**src/rtl/lc3_pkg.sv**
```systemverilog
// rtl/lc3_pkg.sv - shared types, encodings and output decode for the LC-3 control unit
package lc3_pkg;

    localparam int MEM_WAIT_DEF = 3;

    localparam logic [3:0] OP_BR    = 4'b0000;
    localparam logic [3:0] OP_ADD   = 4'b0001;
    localparam logic [3:0] OP_JSR   = 4'b0100;
    localparam logic [3:0] OP_AND   = 4'b0101;
    localparam logic [3:0] OP_LDR   = 4'b0110;
    localparam logic [3:0] OP_STR   = 4'b0111;
    localparam logic [3:0] OP_NOT   = 4'b1001;
    localparam logic [3:0] OP_JMP   = 4'b1100;
    localparam logic [3:0] OP_PAUSE = 4'b1101;

    localparam logic [1:0] ALUK_ADD   = 2'd0;
    localparam logic [1:0] ALUK_AND   = 2'd1;
    localparam logic [1:0] ALUK_NOT   = 2'd2;
    localparam logic [1:0] ALUK_PASSA = 2'd3;

    localparam logic [1:0] PCMUX_PC1   = 2'd0;
    localparam logic [1:0] PCMUX_BUS   = 2'd1;
    localparam logic [1:0] PCMUX_ADDER = 2'd2;

    localparam logic [1:0] ADDR2_ZERO   = 2'd0;
    localparam logic [1:0] ADDR2_SEXT6  = 2'd1;
    localparam logic [1:0] ADDR2_SEXT9  = 2'd2;
    localparam logic [1:0] ADDR2_SEXT11 = 2'd3;

    typedef enum logic [4:0] {
        S_HALTED, S_18, S_33, S_35, S_32,
        S_01, S_05, S_09, S_00, S_22, S_12,
        S_04, S_21, S_20, S_06, S_25, S_27,
        S_07, S_23, S_16, S_PAUSE1, S_PAUSE2
    } state_t;

    typedef struct packed {
        logic       ld_mar, ld_mdr, ld_ir, ld_ben, ld_cc, ld_reg, ld_pc, ld_led;
        logic       gate_pc, gate_mdr, gate_alu, gate_marmux;
        logic       sr2mux, addr1mux, marmux, drmux, sr1mux, mio_en;
        logic [1:0] pcmux, addr2mux, aluk;
        logic       mem_oe, mem_we;
    } ctrl_t;

    // Memory states share the wait counter; only one is ever active at a time.
    function automatic logic is_mem(input state_t s);
        return (s == S_33) || (s == S_25) || (s == S_16);
    endfunction

    // Control word for a state; everything not listed stays 0 (MARMUX always 0).
    function automatic ctrl_t decode(input state_t s, input logic ir5);
        ctrl_t c;
        c = '0;
        case (s)
            S_18: begin c.gate_pc = 1'b1; c.ld_mar = 1'b1; c.pcmux = PCMUX_PC1; c.ld_pc = 1'b1; end
            S_33, S_25: begin c.mem_oe = 1'b1; c.mio_en = 1'b1; c.ld_mdr = 1'b1; end
            S_35: begin c.gate_mdr = 1'b1; c.ld_ir = 1'b1; end
            S_32: c.ld_ben = 1'b1;
            S_01, S_05, S_09: begin
                c.sr1mux = 1'b1; c.sr2mux = ir5; c.gate_alu = 1'b1;
                c.ld_reg = 1'b1; c.ld_cc = 1'b1;
                c.aluk = (s == S_01) ? ALUK_ADD : (s == S_05) ? ALUK_AND : ALUK_NOT;
            end
            S_22: begin c.addr2mux = ADDR2_SEXT9; c.pcmux = PCMUX_ADDER; c.ld_pc = 1'b1; end
            S_12, S_20: begin
                c.sr1mux = 1'b1; c.addr1mux = 1'b1; c.addr2mux = ADDR2_ZERO;
                c.pcmux = PCMUX_ADDER; c.ld_pc = 1'b1;
            end
            S_04: begin c.gate_pc = 1'b1; c.drmux = 1'b1; c.ld_reg = 1'b1; end
            S_21: begin c.addr2mux = ADDR2_SEXT11; c.pcmux = PCMUX_ADDER; c.ld_pc = 1'b1; end
            S_06, S_07: begin
                c.sr1mux = 1'b1; c.addr1mux = 1'b1; c.addr2mux = ADDR2_SEXT6;
                c.gate_marmux = 1'b1; c.ld_mar = 1'b1;
            end
            S_27: begin c.gate_mdr = 1'b1; c.ld_reg = 1'b1; c.ld_cc = 1'b1; end
            S_23: begin c.aluk = ALUK_PASSA; c.gate_alu = 1'b1; c.ld_mdr = 1'b1; end
            S_16: c.mem_we = 1'b1;
            S_PAUSE1: c.ld_led = 1'b1;
            default: ;
        endcase
        return c;
    endfunction

endpackage

```
**src/rtl/lc3_wait_ctr.sv**
```systemverilog
// rtl/lc3_wait_ctr.sv - memory strobe hold counter
module lc3_wait_ctr #(
    parameter int MEM_WAIT = 3
) (
    input  logic clk_i,
    input  logic rst_ni,
    input  logic clear_i,
    input  logic enable_i,
    output logic done_o
);
    localparam int CW = (MEM_WAIT > 1) ? $clog2(MEM_WAIT) : 1;

    logic [CW-1:0] count_q;

    assign done_o = (count_q == CW'(MEM_WAIT - 1));

    // Count cycles spent in a memory state; stop at the terminal value.
    always_ff @(posedge clk_i or negedge rst_ni) begin
        if (!rst_ni) begin
            count_q <= '0;
        end else if (clear_i) begin
            count_q <= '0;
        end else if (enable_i && !done_o) begin
            count_q <= count_q + 1'b1;
        end
    end
endmodule

```
**src/rtl/lc3_isdu.sv**
```systemverilog
// rtl/lc3_isdu.sv - LC-3 instruction sequencing and decode FSM
module lc3_isdu
    import lc3_pkg::*;
#(
    parameter int MEM_WAIT = MEM_WAIT_DEF
) (
    input  logic       Clk,
    input  logic       Reset,
    input  logic       Run,
    input  logic       Continue,
    input  logic [3:0] Opcode,
    input  logic       IR_5,
    input  logic       IR_11,
    input  logic       BEN,
    output logic       LD_MAR, LD_MDR, LD_IR, LD_BEN, LD_CC, LD_REG, LD_PC, LD_LED,
    output logic       GatePC, GateMDR, GateALU, GateMARMUX,
    output logic       SR2MUX, ADDR1MUX, MARMUX, DRMUX, SR1MUX, MIO_EN,
    output logic [1:0] PCMUX, ADDR2MUX, ALUK,
    output logic       Mem_OE, Mem_WE
);
    state_t state_q, state_d;
    ctrl_t  ctrl_q;
    logic   wait_done;

    lc3_wait_ctr #(.MEM_WAIT(MEM_WAIT)) u_wait (
        .clk_i    (Clk),
        .rst_ni   (Reset),
        .clear_i  (is_mem(state_d) && (state_d != state_q)),
        .enable_i (is_mem(state_q)),
        .done_o   (wait_done)
    );

    // Next-state selection from current state, opcode and handshakes.
    always_comb begin
        state_d = state_q;
        case (state_q)
            S_HALTED: if (Run) state_d = S_18;
            S_18:     state_d = S_33;
            S_33:     if (wait_done) state_d = S_35;
            S_35:     state_d = S_32;
            S_32: begin
                case (Opcode)
                    OP_ADD:   state_d = S_01;
                    OP_AND:   state_d = S_05;
                    OP_NOT:   state_d = S_09;
                    OP_BR:    state_d = S_00;
                    OP_JMP:   state_d = S_12;
                    OP_JSR:   state_d = S_04;
                    OP_LDR:   state_d = S_06;
                    OP_STR:   state_d = S_07;
                    OP_PAUSE: state_d = S_PAUSE1;
                    default:  state_d = S_18;
                endcase
            end
            S_00:     state_d = BEN ? S_22 : S_18;
            S_04:     state_d = IR_11 ? S_21 : S_20;
            S_06:     state_d = S_25;
            S_25:     if (wait_done) state_d = S_27;
            S_07:     state_d = S_23;
            S_23:     state_d = S_16;
            S_16:     if (wait_done) state_d = S_18;
            S_PAUSE1: if (Continue) state_d = S_PAUSE2;
            S_PAUSE2: if (!Continue) state_d = S_18;
            S_01, S_05, S_09, S_22, S_12, S_21, S_20, S_27: state_d = S_18;
            default:  state_d = S_HALTED;
        endcase
    end

    // State register plus control word registered alongside it so outputs track the state.
    always_ff @(posedge Clk or negedge Reset) begin
        if (!Reset) begin
            state_q <= S_HALTED;
            ctrl_q  <= '0;
        end else begin
            state_q <= state_d;
            ctrl_q  <= decode(state_d, IR_5);
        end
    end

    assign LD_MAR     = ctrl_q.ld_mar;
    assign LD_MDR     = ctrl_q.ld_mdr;
    assign LD_IR      = ctrl_q.ld_ir;
    assign LD_BEN     = ctrl_q.ld_ben;
    assign LD_CC      = ctrl_q.ld_cc;
    assign LD_REG     = ctrl_q.ld_reg;
    assign LD_PC      = ctrl_q.ld_pc;
    assign LD_LED     = ctrl_q.ld_led;
    assign GatePC     = ctrl_q.gate_pc;
    assign GateMDR    = ctrl_q.gate_mdr;
    assign GateALU    = ctrl_q.gate_alu;
    assign GateMARMUX = ctrl_q.gate_marmux;
    assign SR2MUX     = ctrl_q.sr2mux;
    assign ADDR1MUX   = ctrl_q.addr1mux;
    assign MARMUX     = ctrl_q.marmux;
    assign DRMUX      = ctrl_q.drmux;
    assign SR1MUX     = ctrl_q.sr1mux;
    assign MIO_EN     = ctrl_q.mio_en;
    assign PCMUX      = ctrl_q.pcmux;
    assign ADDR2MUX   = ctrl_q.addr2mux;
    assign ALUK       = ctrl_q.aluk;
    assign Mem_OE     = ctrl_q.mem_oe;
    assign Mem_WE     = ctrl_q.mem_we;
endmodule

```
**config.mk**
```make
export PLATFORM = sky130hd
export DESIGN_NAME = lc3_isdu
export DESIGN_NICKNAME = d
export VERILOG_FILES = /design/src/rtl/lc3_pkg.sv /design/src/rtl/lc3_wait_ctr.sv /design/src/rtl/lc3_isdu.sv
export SDC_FILE = /design/constraint.sdc
export NUM_CORES = 1
export LEC_CHECK = 0
export CAP_MARGIN = 0
export CORE_AREA = 2 2 74 59
export DETAILED_ROUTE_END_ITERATION = 8
export DIE_AREA = 0 0 76 61
export PLACE_DENSITY = 0.75
export SLEW_MARGIN = 30
export SYNTH_ARGS = -nofsm -noshare
export SYNTH_HDL_FRONTEND = slang
export SYNTH_SLANG_ARGS = --single-unit
```
**constraint.sdc**
```tcl
create_clock -name Clk -period 3.16 [get_ports Clk]
set_input_delay 0.79 -clock Clk [delete_from_list [all_inputs] [get_ports Clk]]
set_output_delay 0.79 -clock Clk [all_outputs]
set_load 0.02 [all_outputs]
```
==> flow_metrics.py <==
metrics = {
    "grt": {
        "grt-ovfl-total": 0,
        "grt_pass1_wl_um": 6620,
        "antenna_found_initial": 0,
        "grt_pass1_vias": 1397,
        "grt_start_max_net_pins": 31,
        "grt_usage_pct": 18.4,
    },
    "final_layout": {
        "final_cell_mix": "clkdlybuf4s50_1 (34), dfrtp_1 (30), nand2_1 (15), buf_4 (14), inv_1 (11)",
        "nets": 252,
        "fin_cells": 291,
        "final_common_cell": "clkdlybuf4s50_1",
        "antenna_cells": 0,
        "drive_gt1_share_pct": 15.7,
        "area_delta_synth_final_pct": 26.7,
    },
    "critical_path": {
        "worstPathArrival_ns": 3.09,
        "start_kind": "input port",
        "reg2reg_slack_ns": 0.54,
        "reg2reg_depth": 7,
        "crit_path_end_kind": "flip-flop",
        "required_ns": 3.31,
        "crit_path_max_fanout": 5,
        "worst-setup-path-type": "in2reg",
    },
    "power": {
        "power_mw": 2.14,
        "p_int_mw": 1.20,
        "combPwrFrac_pct": 57.0,
        "power_density_nw_per_um2": 898,
        "clock_power_share_pct": 14.4,
        "ir_worst_vdd_mv": 0.483,
        "p_seq_share_pct": 28.6,
        "p_leak_nw": 1.05,
        "switching_share_pct": 43.6,
        "p_switching_mw": 0.932,
    },
    "placement": {
        "dp.cells": 283,
        "gp_congestion": 0.893,
        "dpl.hpwl_um": 3000,
        "io_buffers": 34,
    },
    "detailed_routing": {
        "drt_iter0_markers": 107,
        "wirelength_um": 4020,
        "met1_length_um": 1980,
        "dr.pass1.iters": 4,
        "routedWlPerCell_um": 13.8,
        "ant_nets": 0,
        "drc_errors": 0,
        "topRoutingLayerUsed": "met4",
        "met3_length_um": 218,
        "vias": 1568,
        "wl_met2_um": 1750,
        "viasPerCell": 5.39,
    },
    "clock_tree": {
        "hold_buffers": 0,
        "clk_latency_ns": 0.28,
        "clkTransAtPathRegs_ns": 0.06,
        "cts.sinks": 30,
        "htreeDepth": 2,
        "clk_path_buf_depth": 2,
        "cts-root-buf": "clkbuf_8",
        "cts_buffers": 5,
        "cts_resized": 0,
        "post-cts-setup-buffers": 0,
        "cts_tree": "yes",
    },
    "sta": {
        "slew_violations": 0,
        "finalSetupViolCount": 0,
        "fin_crit_sh_pct": 92.9,
        "max_freq_ghz": 0.341,
        "period_minus_slack_ns": 2.93,
        "worst_pin_slew_ns": 0.664,
        "max-slew-margin-rel_pct": 55.7,
        "timing.hold.ws_ns": 0.550,
        "rsz0062_at_grt": "false",
        "finClkSkew_ns": 0.00570,
        "hold_viol": 0,
    },
    "synth": {
        "synthCells": 194,
        "syn_area_um2": 1880,
        "synth_seq_cells": 30,
        "yosysUniqueCellTypes": 61,
        "ys_seq_area_share_pct": 40.0,
        "avgSynthCellArea_um2": 9.68,
        "synth_flop_cell": "dfrtp_1",
        "synth-edff-count": 0,
        "synth_warnings": 0,
        "async_flop_share_pct": 100,
    },
    "die": {
        "rows": 20,
        "die_w_um": 76,
        "die_area_um2": 4640,
        "core_um2": 3880,
        "start_util_pct": 48.4,
        "io_pins": 37,
        "fp.dieH_um": 61,
    },
    "run_status": {
        "outcome": "completed",
    },
    "min_path": {
        "timing.hold.worst.class": "reg2reg",
        "whs_path_depth": 2,
    },
    "run": {
        "drv_cap": 0,
    },
}
kinds of logic after synthesis:
logic type / synth area share [%]
compound gates: 20.1
other cells: 0.200
xor+xnor: 2.33
simple gates: 23.0
flops: 40.0
buf+inv: 8.79
fa+ha+maj: 4.00
mux: 1.60
worst max-delay path, stage by stage:
cell,delay (ns)
clkdlybuf4s50_1,0.47
buf_4,0.12
ha_1,0.20
mux2i_1,0.10
or4b_1,0.56
nand3_2,0.14
a21oi_4,0.07
xnor2_1,0.15
o31ai_1,0.36
a21oi_1,0.12
power groups by stage:
stage | Clock, mW | Combinational, mW | Sequential, mW
floorplan | 0 | 0.841 | 0.599
global placement | 0 | 1.20 | 0.618
detailed placement | 0 | 1.20 | 0.617
CTS | 0.315 | 1.21 | 0.610
global route | 0.330 | 1.33 | 0.628
finish | 0.308 | 1.22 | 0.611
sequential cells by signal (all words and copies together), names as in the netlist, 2 cells and up:
| name | cells |
|---|---|
| u_wait.count_q | 2 |
| ALUK | 2 |
| ADDR2MUX | 2 |
| state_q | 5 |
Yosys cell counts, drive strengths merged (3+ instances only):
| library cell | count | area, um2 |
|---|---|---|
| nor4 | 3 | 18.8 |
| buf | 15 | 108 |
| or3 | 5 | 36.3 |
| dfrtp | 30 | 751 |
| mux2i | 3 | 30.0 |
| o31ai | 4 | 30.0 |
| nor3 | 5 | 25.0 |
| nand2b | 7 | 43.8 |
| o211ai | 3 | 27.5 |
| inv | 12 | 45.0 |
| nand3 | 4 | 25.0 |
| ha | 6 | 75.1 |
| nor3b | 4 | 30.0 |
| nand2 | 15 | 56.3 |
| a211oi | 3 | 22.5 |
| o21ai | 10 | 50.0 |
| xnor2 | 4 | 35.0 |
| nor2 | 9 | 33.8 |
| nor2b | 4 | 27.5 |
| nand4 | 4 | 25.0 |
| a21oi | 8 | 66.3 |
worst paths after layout:
check / startpoint / endpoint
hold reg to reg: u_wait.count_q[0] / u_wait.count_q[0]
setup / recovery: Opcode[0] / u_wait.count_q[1]
setup reg to reg: state_q[0] / u_wait.count_q[1]
min in group asynchronous: Reset / u_wait.count_q[1]
max in group asynchronous: Reset / state_q[0]
hold / removal: u_wait.count_q[0] / u_wait.count_q[0]
metal layers:
metal | global-route usage [%] | up-vias
met5 | 0 | -
met4 | 8.05 | 0
met3 | 4.61 | 7
met2 | 27.9 | 54
met1 | 25.6 | 730
li1 | - | 777
through the flow:
stage	worst slack [ns]	utilization, %	area, um2	setup TNS (ns)
floorplan	0.674	-	1880	0
global placement	-0.0572	59.0	2290	-0.126
detailed placement	-0.0563	59.0	2290	-0.175
CTS	0.239	61.4	2380	0
global route	0.0631	61.4	2380	0
finish	0.226	61.4	2380	0
final cells by class:
type / instances / area [um2]
fill: 322 / 1500
multi-input combinational: 136 / 966
sequential: 30 / 751
timing repair buffer: 48 / 445
clock buffer: 7 / 86.3
tap: 55 / 68.8
inverter: 14 / 57.6
clock inverter: 1 / 5.00
(Power assumes the default switching activity.)
